<file path="src/rtl/perf_csr_ctrl.sv">
// perf_csr_ctrl: 64-bit cycle / retired-instruction counters with a simple
// request/response CSR port (one access per two cycles), an mcountinhibit
// register, and per-counter high-half snapshot shadows so that a low-half read
// followed by a high-half read returns a coherent 64-bit value.
module perf_csr_ctrl #(
    parameter logic [2:0] INHIBIT_RST = 3'b000
) (
    input  logic        clk,
    input  logic        rst,
    input  logic        instret_en,
    input  logic        csr_req,
    input  logic        csr_we,
    input  logic [11:0] csr_addr,
    input  logic [31:0] csr_wdata,
    output logic        csr_ready,
    output logic [31:0] csr_rdata,
    output logic        csr_err,
    output logic [63:0] cycle_count,
    output logic [63:0] instret_count
);

    localparam logic [11:0] ADDR_CYCLE_LO   = 12'hB00;
    localparam logic [11:0] ADDR_CYCLE_HI   = 12'hB80;
    localparam logic [11:0] ADDR_INSTRET_LO = 12'hB02;
    localparam logic [11:0] ADDR_INSTRET_HI = 12'hB82;
    localparam logic [11:0] ADDR_INHIBIT    = 12'h320;

    typedef enum logic {
        IDLE = 1'b0,
        RESP = 1'b1
    } state_t;

    state_t      state_q, state_d;
    logic [63:0] cycle_q, cycle_d;
    logic [63:0] instret_q, instret_d;
    logic        inh_cy_q, inh_cy_d;
    logic        inh_ir_q, inh_ir_d;
    logic [31:0] shadow_cy_q, shadow_cy_d;
    logic        shadow_cy_vld_q, shadow_cy_vld_d;
    logic [31:0] shadow_ir_q, shadow_ir_d;
    logic        shadow_ir_vld_q, shadow_ir_vld_d;
    logic [31:0] rdata_q, rdata_d;
    logic        err_q, err_d;

    logic accept;
    logic acc_wr;
    logic acc_rd;
    logic sel_cyc_lo, sel_cyc_hi, sel_ir_lo, sel_ir_hi, sel_inh, sel_mapped;
    logic cycle_wr, instret_wr;
    logic resp_valid;

    // A request is only taken while idle; requests during RESP are dropped.
    assign accept     = (state_q == IDLE) && csr_req;
    assign acc_wr     = accept && csr_we;
    assign acc_rd     = accept && !csr_we;

    assign sel_cyc_lo = (csr_addr == ADDR_CYCLE_LO);
    assign sel_cyc_hi = (csr_addr == ADDR_CYCLE_HI);
    assign sel_ir_lo  = (csr_addr == ADDR_INSTRET_LO);
    assign sel_ir_hi  = (csr_addr == ADDR_INSTRET_HI);
    assign sel_inh    = (csr_addr == ADDR_INHIBIT);
    assign sel_mapped = sel_cyc_lo | sel_cyc_hi | sel_ir_lo | sel_ir_hi | sel_inh;

    assign cycle_wr   = acc_wr && (sel_cyc_lo || sel_cyc_hi);
    assign instret_wr = acc_wr && (sel_ir_lo || sel_ir_hi);

    // State register and all datapath flops; reset wins over everything.
    always_ff @(posedge clk) begin
        if (rst) begin
            state_q         <= IDLE;
            cycle_q         <= '0;
            instret_q       <= '0;
            inh_cy_q        <= INHIBIT_RST[0];
            inh_ir_q        <= INHIBIT_RST[2];
            shadow_cy_q     <= '0;
            shadow_cy_vld_q <= 1'b0;
            shadow_ir_q     <= '0;
            shadow_ir_vld_q <= 1'b0;
            rdata_q         <= '0;
            err_q           <= 1'b0;
        end else begin
            state_q         <= state_d;
            cycle_q         <= cycle_d;
            instret_q       <= instret_d;
            inh_cy_q        <= inh_cy_d;
            inh_ir_q        <= inh_ir_d;
            shadow_cy_q     <= shadow_cy_d;
            shadow_cy_vld_q <= shadow_cy_vld_d;
            shadow_ir_q     <= shadow_ir_d;
            shadow_ir_vld_q <= shadow_ir_vld_d;
            rdata_q         <= rdata_d;
            err_q           <= err_d;
        end
    end

    // Next-state: every accepted access spends exactly one cycle in RESP.
    always_comb begin
        state_d = state_q;
        case (state_q)
            IDLE:    if (csr_req) state_d = RESP;
            RESP:    state_d = IDLE;
            default: state_d = IDLE;
        endcase
    end

    // Response outputs; gated by rst so a pending response is dropped.
    always_comb begin
        resp_valid = (state_q == RESP) && !rst;
        csr_ready  = resp_valid;
        csr_rdata  = resp_valid ? rdata_q : 32'h0;
        csr_err    = resp_valid ? err_q : 1'b0;
    end

    // Counter increment/write, inhibit update, shadow capture and read mux.
    always_comb begin
        // Increments use the pre-write inhibit; a write to a counter freezes it.
        cycle_d         = (inh_cy_q || cycle_wr) ? cycle_q : cycle_q + 64'd1;
        instret_d       = (inh_ir_q || instret_wr || !instret_en) ? instret_q
                                                                  : instret_q + 64'd1;
        inh_cy_d        = inh_cy_q;
        inh_ir_d        = inh_ir_q;
        shadow_cy_d     = shadow_cy_q;
        shadow_cy_vld_d = shadow_cy_vld_q;
        shadow_ir_d     = shadow_ir_q;
        shadow_ir_vld_d = shadow_ir_vld_q;
        rdata_d         = 32'h0;
        err_d           = accept && !sel_mapped;

        if (acc_wr) begin
            if (sel_cyc_lo) cycle_d   = {cycle_q[63:32], csr_wdata};
            if (sel_cyc_hi) cycle_d   = {csr_wdata, cycle_q[31:0]};
            if (sel_ir_lo)  instret_d = {instret_q[63:32], csr_wdata};
            if (sel_ir_hi)  instret_d = {csr_wdata, instret_q[31:0]};
            if (sel_inh) begin
                inh_cy_d = csr_wdata[0];
                inh_ir_d = csr_wdata[2];
            end
            if (cycle_wr)   shadow_cy_vld_d = 1'b0;
            if (instret_wr) shadow_ir_vld_d = 1'b0;
        end

        if (acc_rd) begin
            if (sel_cyc_lo) begin
                rdata_d         = cycle_q[31:0];
                shadow_cy_d     = cycle_q[63:32];
                shadow_cy_vld_d = 1'b1;
            end
            if (sel_cyc_hi) begin
                rdata_d         = shadow_cy_vld_q ? shadow_cy_q : cycle_q[63:32];
                shadow_cy_vld_d = 1'b0;
            end
            if (sel_ir_lo) begin
                rdata_d         = instret_q[31:0];
                shadow_ir_d     = instret_q[63:32];
                shadow_ir_vld_d = 1'b1;
            end
            if (sel_ir_hi) begin
                rdata_d         = shadow_ir_vld_q ? shadow_ir_q : instret_q[63:32];
                shadow_ir_vld_d = 1'b0;
            end
            if (sel_inh) rdata_d = {29'b0, inh_ir_q, 1'b0, inh_cy_q};
        end
    end

    assign cycle_count   = cycle_q;
    assign instret_count = instret_q;

endmodule

</file>
<file path="config.mk">
export PLATFORM = sky130hd
export DESIGN_NAME = perf_csr_ctrl
export DESIGN_NICKNAME = d
export VERILOG_FILES = /design/src/rtl/perf_csr_ctrl.sv
export SDC_FILE = /design/constraint.sdc
export NUM_CORES = 1
export LEC_CHECK = 0
export ABC_AREA = 1
export CAP_MARGIN = 40
export CORE_ASPECT_RATIO = 0.7
export CORE_UTILIZATION = 25
export DETAILED_ROUTE_END_ITERATION = 10
export GPL_TIMING_DRIVEN = 0
export SYNTH_ARGS = -nofsm -noshare
export SYNTH_HDL_FRONTEND = slang
export SYNTH_SLANG_ARGS = --single-unit
export TNS_END_PERCENT = 50
</file>
<file path="constraint.sdc">
create_clock -name clk -period 2.4 [get_ports clk]
set_input_delay 0.72 -clock clk [delete_from_list [all_inputs] [get_ports clk]]
set_output_delay 0.72 -clock clk [all_outputs]
set_load 0.02 [all_outputs]
</file>
==> results.md <==
* Status: finished, violations left
* Failing checks: setup timing
* Syn nets at 2723
* Yosys warns at 0
* Worst Setup Start Kind: flop
* Worst-path clk slew at 0.06 ns
* Hold WS at 0.430 ns
* Worst hold stages at 2
* Clock latency on the worst-skew pair at 0.60 ns
* Slowest stage cell, crit path: dfxtp_2
* MaxCap Viol Count at 0
* H-tree levels at 1
* Number of port buffers at 209
* Fin crit period at 2.46 ns
* Fillers at 7006
* Crit path max fanout at 8
* Largest net degree at the start of global routing at 14
* Cells after synthesis at 2672
* Sum of buffers and inverters on the critical path at 5
* DR WL/cell at 24.0 µm
* Row count at 77
* Setup TNS Final at -0.832 ns
* Hold_sp: rst
* Antenna violations before repair at 1
* Register area at 4690 µm²
* Max Fclk at 407 MHz
* Via count at 20300
* Cts bufs inserted at 27
* GP Congestion at 1.07
* DP HPWL at 73.6 mm
* Crit path largest cell delay at 0.32 ns
* Pwr Density at 421 nW/µm²
* Initial core utilization at 25.3%
* Setup-failing EPs final at 32
* Final core occ at 33.7%
* Seq cells post-synth at 230
* Drt drc at 0
* Pleak at 8.08 nW
* Hold_buf cts at 0
* Root buffer cell: clkbuf_16
* Delay-heaviest family, CP: buffers and inverters
* All-Layer GR Usage at 27.3%
* Grt ovf at 0
* Unrepaired setup endpoints after global routing: yes
* Cells on worst reg2reg path at 12
* Die height at 213 µm
* Synth cell types at 49
* Most frequent cells in the layout: nand2_1 (610), inv_1 (370), nor2_1 (307)
* Fin nets at 3003
* Worst setup EP type: output pin
* R2r endpoint: instret_count[57]
* WHS Endpoint: state_q
* I/O pin count at 211
* Horiz. Die Dim at 304 µm
* Final Non-Filler Cells at 3801
* Pre-CTS setup slack at -0.923 ns
* Sequential element share of the synthesized area at 28.9%
* Fraction of layout cells with a size suffix above 1 at 14.7%
* Max-slew headroom at 36.0%
* Tcrit/Tclk final at 102%
* Worst-margin pin slew at 0.961 ns
* Sinks on Clock Net at 230
* CP arrival at 1.74 ns
* Worst Setup Slack, final at -0.0581 ns
* Worst r2r src: instret_count[5]
* Remaining antenna violation count at 0
* CP Cell Sequence: inv_2 > nor2_4 > clkinvlp_4 > buf_12 > buf_6 > nor2_4 > buf_6
* Worst EP required at 1.68 ns
* Die area at 64800 µm²
* Area delta synth->final at 33.2%
* Class of the worst hold path: input pin to flop
* WL final at 91.2 mm
* Synth Cell Area at 15900 µm²
* Multi-input gate area at 9880 µm²
* First-pass GRT wire length at 129 mm
* Most common cell after layout, fill and taps aside: nand2_1
* Worst R2R Setup Slack at -0.04 ns
* CP Class: flop to output pin
* DR iter-0 viols at 3114
* Worst vdd ir at 378 µV
* Core Region at 63100 µm²
* Stages on worst setup path at 7
* DRT Pass-1 Iters at 6
* Clk buf depth at 3
* Final setup skew at 0.0391 ns
* Syn avg cell area at 5.97 µm²
* DR vias/cell at 5.33
* Final hold viol count at 0
* Vias in the first global route at 18000
* Pins Over Slew Limit at 0
* TritonCTS clock tree: done
* Placed Instances at 3716
[cell type report]
cell class	instances	area share [%]
buffer	126	3.44
clock inverter	13	0.843
multi-input combinational	1930	46.5
sequential	230	22.1
tap	829	4.88
clock buffer	35	3.42
timing repair buffer	253	11.9
inverter	384	6.85
antenna	1	0.0118
[registers in the layout (all words and copies together), names as in the netlist]
register         flops
cycle_count         64
err_q                1
inh_cy_q             1
inh_ir_q             1
instret_count       64
rdata_q             32
shadow_cy_q         32
shadow_cy_vld_q      1
shadow_ir_q         32
shadow_ir_vld_q      1
state_q              1
[synth_stat cells (all sizes together)]
cell type / number / share of area, %
nor4: 5 / 0.20
nor2b: 1 / 0.039
o21a: 1 / 0.047
a21boi: 2 / 0.094
dfxtp: 230 / 29
a21oi: 234 / 7.4
nor3: 30 / 1.0
and2: 1 / 0.039
o21ai: 227 / 7.1
nand3b: 5 / 0.24
or2: 3 / 0.12
a211oi: 2 / 0.094
clkbuf: 80 / 1.9
a31oi: 20 / 0.78
and3: 2 / 0.078
inv: 383 / 9.0
o31ai: 6 / 0.28
xnor2: 9 / 0.49
ha: 2 / 0.16
nor2: 388 / 10
nand3: 129 / 4.3
clkinv: 1 / 0.024
o211ai: 31 / 1.5
o221ai: 32 / 1.8
a221oi: 7 / 0.38
nand4: 47 / 1.8
a22oi: 1 / 0.047
nand2: 646 / 16
xor2: 45 / 2.5
o22ai: 54 / 2.1
buf: 48 / 1.8
[worst max path at each step]
stage,start,endpoint,slack [ns]
after global routing,state_q,csr_rdata[24],-0.11
after floorplan,rst,csr_rdata[10],0.05
after detailed placement,instret_en,instret_count[31],-0.92
final,state_q,csr_rdata[24],-0.06
after global placement,rst,csr_rdata[6],-1.37
after CTS,state_q,csr_rdata[25],-0.17
[per-stage QoR]
step	instance area [µm²]	power, W
after floorplan	16000	0.00416
after global placement	19200	0.00446
after detailed placement	19200	0.00448
after CTS	20600	0.00887
after global routing	21200	0.00908
final	21200	0.00894
[report_power, final]
part / internal, W / total, W / leakage (nW) / switching, W
Combinational: 0.000201 / 0.000620 / 5.75 / 0.000419
Clock: 0.00256 / 0.00447 / 0.444 / 0.00191
Sequential: 0.00383 / 0.00385 / 1.89 / 0.0000214
Total: 0.00659 / 0.00894 / 8.08 / 0.00235
[routing by layer]
layer | up-vias | global-route usage, % | share of wire (%)
met5 | - | 0 | 0
met4 | 0 | 5.83 | 2.3
met3 | 135 | 9.25 | 15
met2 | 1366 | 37.3 | 38
met1 | 9491 | 40.4 | 45
li1 | 9273 | - | -
[kinds of logic after synthesis]
family	synth area share, %
compound gates	21.6
simple gates	33.6
buf+inv	12.7
xor+xnor	2.97
flops	28.9
fa+ha+maj	0.157
[repair_timing]
| item | in CTS | in global routing |
|---|---|---|
| resized for setup | 419 | 203 |
| buffers inserted | 14 | 22 |
| setup endpoints to repair | 313 | 272 |
| cloned | 2 | 0 |
| pin swaps | 9 | 21 |
Power figures use the tool's default switching activity.
